<file path="config.mk">
export PLATFORM = sky130hd
export DESIGN_NAME = new_operand_buffer
export DESIGN_NICKNAME = d
export VERILOG_FILES = /design/src/rtl/new_operand_buffer.sv
export SDC_FILE = /design/constraint.sdc
export NUM_CORES = 1
export LEC_CHECK = 0
export ABC_AREA = 1
export BUFFER_PORTS_ARGS = -buffer_cell sky130_fd_sc_hd__buf_2
export CORE_MARGIN = 2
export CORE_UTILIZATION = 41
export DETAILED_ROUTE_END_ITERATION = 16
export HOLD_SLACK_MARGIN = 0.06
export PLACE_DENSITY = 0.75
export SETUP_SLACK_MARGIN = 0.15
export SLEW_MARGIN = 30
export SYNTH_ARGS = -nofsm -noshare
export SYNTH_HDL_FRONTEND = slang
export SYNTH_SLANG_ARGS = --single-unit
</file>
<file path="constraint.sdc">
create_clock -name clk -period 2.67 [get_ports clk]
set_input_delay 0.267 -clock clk [delete_from_list [all_inputs] [get_ports clk]]
set_output_delay 0.267 -clock clk [all_outputs]
set_load 0.02 [all_outputs]
</file>
<file path="src/rtl/new_operand_buffer.sv">
// rtl/new_operand_buffer.sv - keypad/ALU operand register with sign and seven-segment ones-digit outputs
module new_operand_buffer (
    input  logic       clk,
    input  logic       nrst,
    input  logic [8:0] result,
    input  logic       result_ready,
    input  logic       enter,
    input  logic       store_digit,
    input  logic [3:0] digit,
    output logic [8:0] op1,
    output logic       sign,
    output logic [7:0] ssdec
);

    logic [8:0] op1_next;

    // Fixed priority: ALU result, then clear, then keypad shift. Lower requests are dropped.
    always_comb begin
        op1_next = op1;
        if (result_ready) begin
            op1_next = result;
        end else if (enter) begin
            op1_next = 9'b0;
        end else if (store_digit && (digit <= 4'd9)) begin
            op1_next = {op1[8], op1[3:0], digit};
        end
    end

    always_ff @(posedge clk or negedge nrst) begin
        if (!nrst) begin
            op1 <= 9'b0;
        end else begin
            op1 <= op1_next;
        end
    end

    assign sign = op1[8];

    // Active-high {dp,g,f,e,d,c,b,a}; non-decimal nibbles blank the display.
    always_comb begin
        ssdec = 8'h00;
        case (op1[3:0])
            4'd0:    ssdec = 8'h3F;
            4'd1:    ssdec = 8'h06;
            4'd2:    ssdec = 8'h5B;
            4'd3:    ssdec = 8'h4F;
            4'd4:    ssdec = 8'h66;
            4'd5:    ssdec = 8'h6D;
            4'd6:    ssdec = 8'h7D;
            4'd7:    ssdec = 8'h07;
            4'd8:    ssdec = 8'h7F;
            4'd9:    ssdec = 8'h6F;
            default: ssdec = 8'h00;
        endcase
    end

endmodule

</file>
# Word level (Yosys, flattened, before mapping)
# Memory sizes are Yosys's and may differ from the RTL's.
# Cells that the tools add are included.
# classes
order_cmp	1
reduce_logical	3
mux	3
# ops
cell	count
9-bit two-way mux	2
8-bit two-way mux	1
4-bit less-or-equal comparator, second input constant	1
3-bit nonzero test	1
2-bit nonzero test	1
1-bit logical AND	1
# word_totals
register_bits	9
mem_bits_ro	112
memories	1
output_inout_bits	18
# mem_list
memory	words	word_bits	rd	rd_clocked_by_memory_dff	write_ports	line_no	text
(name not given)	16	7	1	0	0	42	case (op1[3:0])

# Longest topological paths before layout
# logic_depth
word_depth	5
ltp_mapped	7
mapped_depth_nobuf	6

# Worst setup path before layout
# Ideal clock, no wire load.
# synth_timing
path_type	register -> output
from	reg op1[1]
to	out ssdec[1]
setup_slack_ps	1023
arrival_time_ps	1380
path_stages_with_launch	6
required_ps	2403
path_cell_list	dfrtp_1 > inv_1 > ha_1 > nand2_1 > inv_1 > a21oi_1
# synth_between
elab_chain_len	1
# synth_rtl
item	line_no	text
start: declaration	10	output logic [8:0] op1,
start signal: assignment	33	op1 <= op1_next;
memory 16 x 7 bit	-	
end: declaration	12	output logic [7:0] ssdec
# No other way between the ends.

# Worst setup path after layout
# layout_timing
from	reg op1[0]
to	out ssdec[3]
# The elaborated chain is that of the path after synthesis.

==> metrics.md <==
| Metric | Value |
|---|---|
| Hold Fails Final Rpt | 0 |
| Final ANT Viol Nets | 0 |
| # Post-CTS Setup Buffers | 0 |
| CP cell instances | inv_1, ha_1, nand2_1, inv_1, o21ai_0, nand2_1, buf_2 |
| Core area | 1690 um^2 |
| Num CTS Buffers | 3 |
| R2R Setup Slk | 1.84 ns |
| First-pass GRT wire length | 2.40 mm |
| # nets final | 165 |
| Regs by FF count | op1 x9 |
| Gates resized, CTS repair | 0 |
| Hold path start | result[8] |
| Crit path buf inv count | 3 |
| Clock Pin Slew Worst Setup and Hold Paths | 0.06 ns |
| Via density | 4.68 |
| Diode count | 0 |
| IO Pins | 36 |
| Setup crit start kind | flop |
| Post-Syn Area | between 700 and 800 um^2 |
| Top reg by flops | op1 |
| Setup crit end kind | output pin |
| Share of the synthesized area in the top cell type | 0.309 |
| Max reg flops | 9 |
| Synthesized flop and latch total | 9 |
| Gate power share | 0.397 |
| Root Driver | clkbuf_4 |
| Critical-path maximum fanout | 6 |
| VDD IR-drop max | 0.000243 V |
| Mean area per synthesized cell | 6.94 um^2 |
| DR vias | about 730 |
| Netlist cell types | 18 |
| Congestion Overflow GR | 0 |
| Register Area | roughly 230 um^2 |
| Die H | 46.1 um |
| CP arrival | between 1.5 and 2 ns |
| Drt wl/cell | slightly above 10 um |
| Hold-fix buffers at CTS | 1 |
| Vias in the first global route | 605 |
| CTS tree | built |
| Crit path kind | flop to output pin |
| Slowest cell on crit path | dfrtp_1 |
| P_sw | between 0.00015 and 0.0002 W |
| Post-Synthesis Cells | 105 |
| Pwr dens | 486 nW/um^2 |
| Layout cells sized above 1 | 0.300 |
| DRC viols | 0 |
| Area growth from synthesis to layout | 25.6% |
| Maxcap violations | 0 |
| Setup TNS | 0 ns |
| Ys Warns | 0 |
| Status | finished, final reports clean |
| Hold Crit Class | input port to flop |
| Clock Tree Buf Depth | 2 |
| FP Rows | 15 |
| First-pass DRT Iterations | 4 |
| WL final | between 1.5 and 2 mm |
| Cell-internal power | 0.000269 W |
| Max Fclk | about 0.54 GHz |
| # fillers | 174 |
| Die width | about 46 um |
| Area contributors post-synth | dfrtp_1, nand2_1, nand3_1 |
| Worst Path Required | approximately 2.4 ns |
| Multi-input logic area | 428 um^2 |
| Port-buffer cells | 34 |
| Leak Pwr | 0.574 nW |
| GRT Total Usage | 0.152 |
| Dpl hpwl | 1.29 mm |
| Sw frac | 0.395 |
| Critical path startpoint | op1[0]$_DFFE_PN0P_ |
| Synth area leader | dfrtp_1 |
| Tmin final | 1.84 ns |
| CP delay by family, top | flip-flops |
| Initial antenna violation count | 0 |
| Clk pwr share | 0.232 |
| RSZ-0062 raised after global routing | false |
| Post-route clock period utilization | 0.691 |
| Initial DRC count | 6 |
| Syn nets | 129 |
| Die area | 2130 um^2 |
| Pins Over Slew Limit | 0 |
| Max stage delay on crit path | 0.43 ns |
| Register area share after synthesis | 0.309 |
| Worst Skew | 0.00747 ns |
| RR Startpoint | op1[2]$_DFFE_PN0P_ |
| Initial core utilization | 0.431 |
| H-Tree Level Count | 1 |
| Sequential share of power | 0.371 |
| Final setup viols | 0 |
| RePlAce Congestion | approximately 0.8 |
| Largest net degree at the start of global routing | 20 |
| WHS | between 0.2 and 0.25 ns |
| Worst-Skew Late Latency | 0.26 ns |
| # clock sinks | 9 |
## final cells by class
class / count / area share
Inverter: 9 / 0.0369
Sequential cell: 9 / 0.246
Clock buffer: 4 / 0.0287
Tap cell: 17 / 0.0233
Timing Repair Buffer: 35 / 0.197
Multi-Input combinational cell: 83 / 0.468
## per-stage QoR
step	std cells	area (um^2)	total power, W	utilization	setup slack (ns)
detailed placement	152	878	0.000344	0.520	1.10
global route	157	915	0.000475	0.541	0.697
global placement	152	878	0.000341	0.520	1.14
finish	157	915	0.000444	0.541	0.826
CTS	157	915	0.000448	0.541	0.818
floorplan	105	728	0.000286	-	1.02
## final timing paths
kind	depth (start not counted)	to
setup reg to reg	4	op1[6]$_DFFE_PN0P_
hold / removal	2	op1[8]$_DFFE_PN0P_
hold reg to reg	2	op1[4]$_DFFE_PN0P_
min in group asynchronous	2	op1[6]$_DFFE_PN0P_
max in group asynchronous	2	op1[2]$_DFFE_PN0P_
setup / recovery	7	ssdec[3]
## worst reg2reg max path, cell delays in order, from the launching register on
cell and delay, ns:
dfrtp_1 0.47, nand2_1 0.10, nand2_1 0.05, nand3_1 0.06, nand2_1 0.05
## cells in the final DEF (no fill, tap or decap), drive strengths merged
master / Yosys / layout
nor2: 3 / 3
conb: 1 / 1
o21ai: 6 / 6
dlygate4sd3: 0 / 1
ha: 6 / 6
inv: 9 / 9
nand2: 46 / 46
or2: 1 / 1
a21oi: 1 / 1
clkbuf: 0 / 4
buf: 4 / 34
a22o: 1 / 1
nand3: 18 / 18
dfrtp: 9 / 9
## per-layer routing
metal | global-route usage | vias up | share of wire
li1 | - | 399 | -
met5 | 0 | - | 0
met4 | 0.0686 | 0 | 0
met3 | 0.0157 | 0 | 0.056
met1 | 0.190 | 310 | 0.48
met2 | 0.258 | 25 | 0.47
## power by group through the flow
stage	Combinational (W)	Clock [W]	Sequential (W)
floorplan	0.000104	0	0.000182
global placement	0.000174	0	0.000166
detailed placement	0.000177	0	0.000168
CTS	0.000178	0.000104	0.000165
global route	0.000198	0.000110	0.000167
finish	0.000176	0.000103	0.000165
## kinds of logic (layout without fill, tap and decap cells)
group,Yosys count,count (layout),synth area share
AND/OR/NAND/NOR,68,68,0.418
buffers and inverters,13,48,0.103
flip-flops,9,9,0.309
AO/OA/AOI/OAI,8,8,0.0619
adder cells (fa/ha/maj),6,6,0.103
other,1,1,0.00515
## cell usage after synthesis
| library cell | n |
|---|---|
| nand2_1 | 45 |
| dfrtp_1 | 9 |
| conb_1 | 1 |
| o21ai_0 | 6 |
| inv_1 | 8 |
| a21oi_1 | 1 |
| inv_2 | 1 |
| nand3_1 | 17 |
| ha_1 | 6 |
| nand3_2 | 1 |
| nor2_8 | 1 |
| a22o_2 | 1 |
| buf_6 | 1 |
| buf_4 | 2 |
| nor2_1 | 2 |
| or2_1 | 1 |
| nand2_2 | 1 |
| buf_8 | 1 |
(Power assumes the default switching activity.)
